==> config.mk <==
export PLATFORM = sky130hd
export DESIGN_NAME = spi_aes_slave_if
export DESIGN_NICKNAME = d
export VERILOG_FILES = /design/src/rtl/spi_aes_slave_if.sv
export SDC_FILE = /design/constraint.sdc
export NUM_CORES = 2
export LEC_CHECK = 0
export CAP_MARGIN = 40
export CORE_AREA = 2 2 265 267
export CTS_BUF_LIST = sky130_fd_sc_hd__clkbuf_8
export DETAILED_ROUTE_END_ITERATION = 6
export DIE_AREA = 0 0 267 269
export PLACE_DENSITY = 0.83
export SLEW_MARGIN = 30
export SYNTH_ARGS = -nofsm -noshare
export SYNTH_HDL_FRONTEND = slang
export SYNTH_SLANG_ARGS = --single-unit
==> constraint.sdc <==
create_clock -name in_clk -period 2.1 [get_ports in_clk]
set_input_delay 0.42 -clock in_clk [delete_from_list [all_inputs] [get_ports in_clk]]
set_output_delay 0.42 -clock in_clk [all_outputs]
set_load 0.02 [all_outputs]
==> src/rtl/spi_aes_slave_if.sv <==
// spi_aes_slave_if: serial slave front end for a single AES core.
// A frame of {message, key} is shifted in MSB-first on Mosi while cs is low.
// The message and key are then presented to the core together with a one-cycle
// start pulse. The core's result is shifted back out MSB-first on Miso, and
// data_done stays high for the whole result frame.
//
// Handshake: cs low qualifies Mosi on every rising edge. Once the last frame
// bit is captured, the transaction is committed, and cs is ignored until
// data_done falls. core_valid is looked at only while waiting for the core.
// A result is taken on the first edge where core_valid is seen in WAIT.
module spi_aes_slave_if #(
    parameter int nk = 8,
    parameter int nb = 4,
    parameter int nr = 14
) (
    input  logic                in_clk,
    input  logic                rst,
    input  logic                cs,
    input  logic                Mosi,
    output logic                Miso,
    output logic                data_done,
    output logic [8*4*nb-1:0]   core_msg,
    output logic [32*nk-1:0]    core_key,
    output logic                core_start,
    input  logic [8*4*nb-1:0]   core_result,
    input  logic                core_valid,
    output logic                busy,
    output logic [2:0]          dbg_state
);

    localparam int MW  = 8 * 4 * nb;
    localparam int KW  = 32 * nk;
    localparam int TOT = MW + KW;
    localparam int CW  = $clog2(TOT + 1);

    localparam logic [CW-1:0] TOT_C = CW'(TOT);
    localparam logic [CW-1:0] MW_C  = CW'(MW);
    localparam logic [CW-1:0] ONE_C = CW'(1);

    typedef enum logic [2:0] {
        IDLE  = 3'd0,
        RECV  = 3'd1,
        START = 3'd2,
        WAIT  = 3'd3,
        SEND  = 3'd4
    } state_t;

    state_t          state;
    logic [CW-1:0]   cnt;
    logic [TOT-1:0]  rx;
    logic [MW-1:0]   tx;

    logic [TOT-1:0]  rx_next;
    logic [CW-1:0]   cnt_next;

    // The shift value and the count that include the bit arriving this edge.
    // The core outputs are loaded from rx_next so that the final bit is included.
    assign rx_next   = {rx[TOT-2:0], Mosi};
    assign cnt_next  = cnt + ONE_C;
    assign dbg_state = state;

    // Transaction FSM with all outputs registered
    always_ff @(posedge in_clk) begin
        if (rst) begin
            state      <= IDLE;
            cnt        <= '0;
            rx         <= '0;
            tx         <= '0;
            core_msg   <= '0;
            core_key   <= '0;
            core_start <= 1'b0;
            Miso       <= 1'b0;
            data_done  <= 1'b0;
            busy       <= 1'b0;
        end else begin
            case (state)
                IDLE: begin
                    if (!cs) begin
                        rx    <= rx_next;
                        cnt   <= ONE_C;
                        state <= RECV;
                        busy  <= 1'b1;
                    end
                end
                RECV: begin
                    if (cs) begin
                        // Master gave up mid-frame: drop everything collected so far.
                        rx    <= '0;
                        cnt   <= '0;
                        state <= IDLE;
                        busy  <= 1'b0;
                    end else if (cnt_next == TOT_C) begin
                        rx         <= rx_next;
                        cnt        <= '0;
                        core_msg   <= rx_next[TOT-1:KW];
                        core_key   <= rx_next[KW-1:0];
                        core_start <= 1'b1;
                        state      <= START;
                    end else begin
                        rx  <= rx_next;
                        cnt <= cnt_next;
                    end
                end
                START: begin
                    core_start <= 1'b0;
                    state      <= WAIT;
                end
                WAIT: begin
                    if (core_valid) begin
                        tx        <= core_result;
                        Miso      <= core_result[MW-1];
                        data_done <= 1'b1;
                        cnt       <= ONE_C;
                        state     <= SEND;
                    end
                end
                SEND: begin
                    if (cnt == MW_C) begin
                        // The last bit has been on the line for a full cycle.
                        Miso      <= 1'b0;
                        data_done <= 1'b0;
                        cnt       <= '0;
                        state     <= IDLE;
                        busy      <= 1'b0;
                    end else begin
                        tx   <= {tx[MW-2:0], 1'b0};
                        Miso <= tx[MW-2];
                        cnt  <= cnt_next;
                    end
                end
                default: begin
                    state      <= IDLE;
                    cnt        <= '0;
                    core_start <= 1'b0;
                    Miso       <= 1'b0;
                    data_done  <= 1'b0;
                    busy       <= 1'b0;
                end
            endcase
        end
    end

endmodule

==> results by group <==
Status
  • Status: finished with violations
  • Failing checks: negative setup slack

GRT
  • Vias in the first global route: 31900
  • Largest net degree at the start of global routing: 129
  • Overall routing resource usage: 27.8%
  • GRT overflow: 0
  • Initial antenna violation count: 4
  • First-pass GRT wire length: 164 mm

Synth
  • Yosys warnings: 0
  • Seq/Total Area, Yosys: 52.3%
  • Cell count after synthesis: 4298
  • Avg Cell Area, Syn: 8.11 µm²
  • Post-Syn Nets: 4434
  • Netlist cell types: 47
  • Post-Synthesis Cell Area: 34900 µm²
  • Ys flop type: dfxtp_1
  • Post-synth EDFFs: 0
  • Synth async-reset ratio: 0%
  • Yosys reg bits: 910

Worst setup path
  • Critical path fanouts, max: 71
  • Crit start category: flip-flop
  • Crit path arrival time: 3.04 ns
  • WS Path Type: flip-flop to flip-flop
  • Required @ worst endpoint: 2.76 ns
  • Crit. End Element: flip-flop

Min path
  • HP Class: primary input to flip-flop

Flow run
  • Max_cap viols: 0

Final layout
  • Nets@finish: 4928
  • Share of cells above drive strength 1: 16.9%
  • Final Non-Filler Cells: 5838
  • Layout area overhead: 37.2%
  • Fin util: 69.0%

Power and ir drop
  • P_int: 25500 µW
  • Net switching power: 8120 µW
  • Power share of the clock group: 44.8%
  • Peak VDD IR: 528 µV
  • Power per cell area: 702 nW/µm²
  • Seq pwr share: 51.4%
  • Leak: 0.0198 µW
  • Switching share of power: 24.2%
  • Combinational share of power: 3.8%
  • Power Total: 33600 µW

Timing
  • Fin crit period: 2.39 ns
  • Slew Viols, Final: 0
  • Slew margin rel.: 51.0%
  • Slew @ Worst Pin: 0.736 ns
  • Final Skew: 0.0559 ns
  • Setup violations, final: 374
  • TNS Setup: -40.59 ns
  • Fmax: 0.419 GHz
  • Fin crit share: 114%
  • Final WS setup: -0.286 ns
  • Final Hold Vio Count: 0
  • Unrepaired setup endpoints after global routing: true

Drt
  • DR iter-0 viols: 4045
  • Final ANT Viol Nets: 0
  • Average wire per standard cell: 20.1 µm
  • Total Wirelength: 117 mm
  • Drc violations: 0
  • DRT Pass-1 Iters: 6
  • Vias per cell: 6.08
  • Total vias in the final route: 35500

Placement
  • Placer Congestion: 0.829
  • Placed Cells incl. Taps: 5529
  • Hpwl dp: 63.2 mm
  • I/O Buffers: 523
  • Place WS: -0.284 ns

Floorplan
  • Core Area: 69300 µm²
  • Die Y: 269 µm
  • Die area: 71800 µm²
  • Horiz. Die Dim: 267 µm
  • Row count: 97
  • Effective utilization at floorplan: 50.3%
  • IO Pins: 524

CTS
  • Root Driver: clkbuf_8
  • TritonCTS Buffers: 143
  • Clk_lat worst skew: 0.82 ns
  • Clk sinks: 910
  • Clock Path Buffers: 3
  • Htree depth: 4
  • Clk slew on worst S/H paths: 0.07 ns
  • TritonCTS clock tree: built
[through the flow]
| step | hold WS, ns | instance area, µm² |
|---|---|---|
| 2_1_floorplan | 0.432 | 34900 |
| 3_3_place_gp | 0.442 | 42100 |
| 3_5_place_dp | 0.457 | 42100 |
| 4_1_cts | 0.136 | 45900 |
| 5_1_grt | 0.169 | 47800 |
| 6_report | 0.206 | 47800 |
[cells in the final DEF (no fill, tap or decap), types with 3 or more instances in the layout]
| cell type | netlist | layout |
|---|---|---|
| clkbuf_16 | 0 | 15 |
| a21oi_2 | 0 | 146 |
| diode_2 | 0 | 4 |
| inv_8 | 0 | 5 |
| inv_12 | 0 | 5 |
| dfxtp_1 | 910 | 903 |
| buf_4 | 1 | 139 |
| nor3_1 | 6 | 5 |
| o21ai_1 | 4 | 88 |
| o21ai_2 | 0 | 37 |
| o21ai_4 | 0 | 6 |
| nand3_4 | 0 | 79 |
| buf_16 | 0 | 15 |
| buf_6 | 1 | 23 |
| a31oi_1 | 3 | 3 |
| inv_6 | 0 | 3 |
| nand3_1 | 391 | 272 |
| clkinv_2 | 0 | 16 |
| buf_8 | 0 | 13 |
| clkbuf_8 | 0 | 167 |
| nand3_2 | 0 | 40 |
| nor2_1 | 519 | 517 |
| bufinv_16 | 0 | 3 |
| o32ai_1 | 4 | 4 |
| inv_1 | 10 | 56 |
| dlygate4sd2_1 | 0 | 388 |
| a311oi_1 | 127 | 126 |
| nand2_1 | 260 | 260 |
| a21oi_1 | 780 | 634 |
| o21ai_0 | 391 | 264 |
| and3_1 | 386 | 386 |
| dfxtp_2 | 0 | 6 |
| buf_12 | 0 | 82 |
| nand2b_1 | 3 | 3 |
| o211ai_1 | 5 | 5 |
| clkdlybuf4s50_1 | 0 | 131 |
[cells by family after synthesis]
| family | count (synthesis) | synth area share, % |
|---|---|---|
| xor+xnor | 1 | 0.0251 |
| flops | 910 | 52.3 |
| simple gates | 1578 | 21.4 |
| buf+inv | 472 | 5.28 |
| compound gates | 1334 | 21.0 |
| fa+ha+maj | 3 | 0.108 |
[cells in the mapped netlist (2+ instances only)]
cell type | n | share of area (%)
dfxtp_1 | 910 | 52
a21oi_1 | 780 | 11
nor2_1 | 519 | 5.6
clkbuf_1 | 403 | 4.3
nand3_1 | 391 | 5.6
o21ai_0 | 391 | 5.6
and3_1 | 386 | 6.9
nand2_1 | 260 | 2.8
a311oi_1 | 127 | 3.2
buf_2 | 45 | 0.65
buf_1 | 11 | 0.12
inv_1 | 10 | 0.11
nor3_1 | 6 | 0.086
o211ai_1 | 5 | 0.11
o21ai_1 | 4 | 0.057
o32ai_1 | 4 | 0.10
a31oi_1 | 3 | 0.054
ha_1 | 3 | 0.11
nand2b_1 | 3 | 0.054
o31ai_1 | 3 | 0.065
or3_1 | 3 | 0.054
a211oi_1 | 2 | 0.043
nor3b_1 | 2 | 0.043
o21a_1 | 2 | 0.043
o311ai_0 | 2 | 0.050
o31a_1 | 2 | 0.050
[routing by layer]
metal	track usage (%)	vias up	share of wire [%]
li1	-	16100	-
met1	35.5	16800	38
met2	45.6	2112	48
met3	4.98	503	8.2
met4	13.5	0	5.3
met5	0	-	0
[power groups by stage]
stage	Clock, µW	Sequential (µW)	Combinational (µW)
floorplan	0	17700	555
global placement	0	17700	1200
global route	16000	17300	1350
finish	15100	17300	1260
CTS	15100	17300	1210
detailed placement	0	17700	1200
[state kept, by name (all words and copies together) (netlist names)]
signal,flops
dbg_state,3
Miso,1
core_msg,128
tx,127
busy,1
rx,383
cnt,9
core_key,256
data_done,1
core_start,1
[worst max-delay path: stages, from the launching register on]
cell and delay [ns]:
dfxtp_4 0.36, buf_6 0.13, a211oi_2 0.20, o211ai_1 0.13
a221o_4 0.49, buf_12 0.16, buf_16 0.19, o21ai_0 0.35
a21oi_2 0.16
[cell type report]
cell class	count	area (µm²)
Fill cell	4884	21500
Clock buffer	167	2300
Multi-Input combinational cell	2916	16900
Inverter	11	48.8
Timing Repair Buffer	810	8670
Sequential cell	910	18200
Clock inverter	80	527
Tap cell	940	1180
Antenna cell	4	10.0
[path summary, 6_finish.rpt]
kind	start	to	slack, ns	cells past startpoint
setup / recovery	cnt[1]	core_key[61]	-0.29	8
hold / removal	core_result[98]	tx[98]	0.21	3
setup reg to reg	cnt[1]	core_key[61]	-0.29	8
hold reg to reg	rx[243]	core_key[244]	0.43	2
[timing repair]
item                                    in CTS  in global routing
gates resized for setup                    638                410
pin swaps                                   82                125
endpoints found under the setup margin     768                521
setup buffers                               21                  4
hold buffers                                 1                  0
endpoints found under the hold margin       36                  0
gates cloned                                19                 23
No activity file was read; power rests on OpenSTA's default activity.
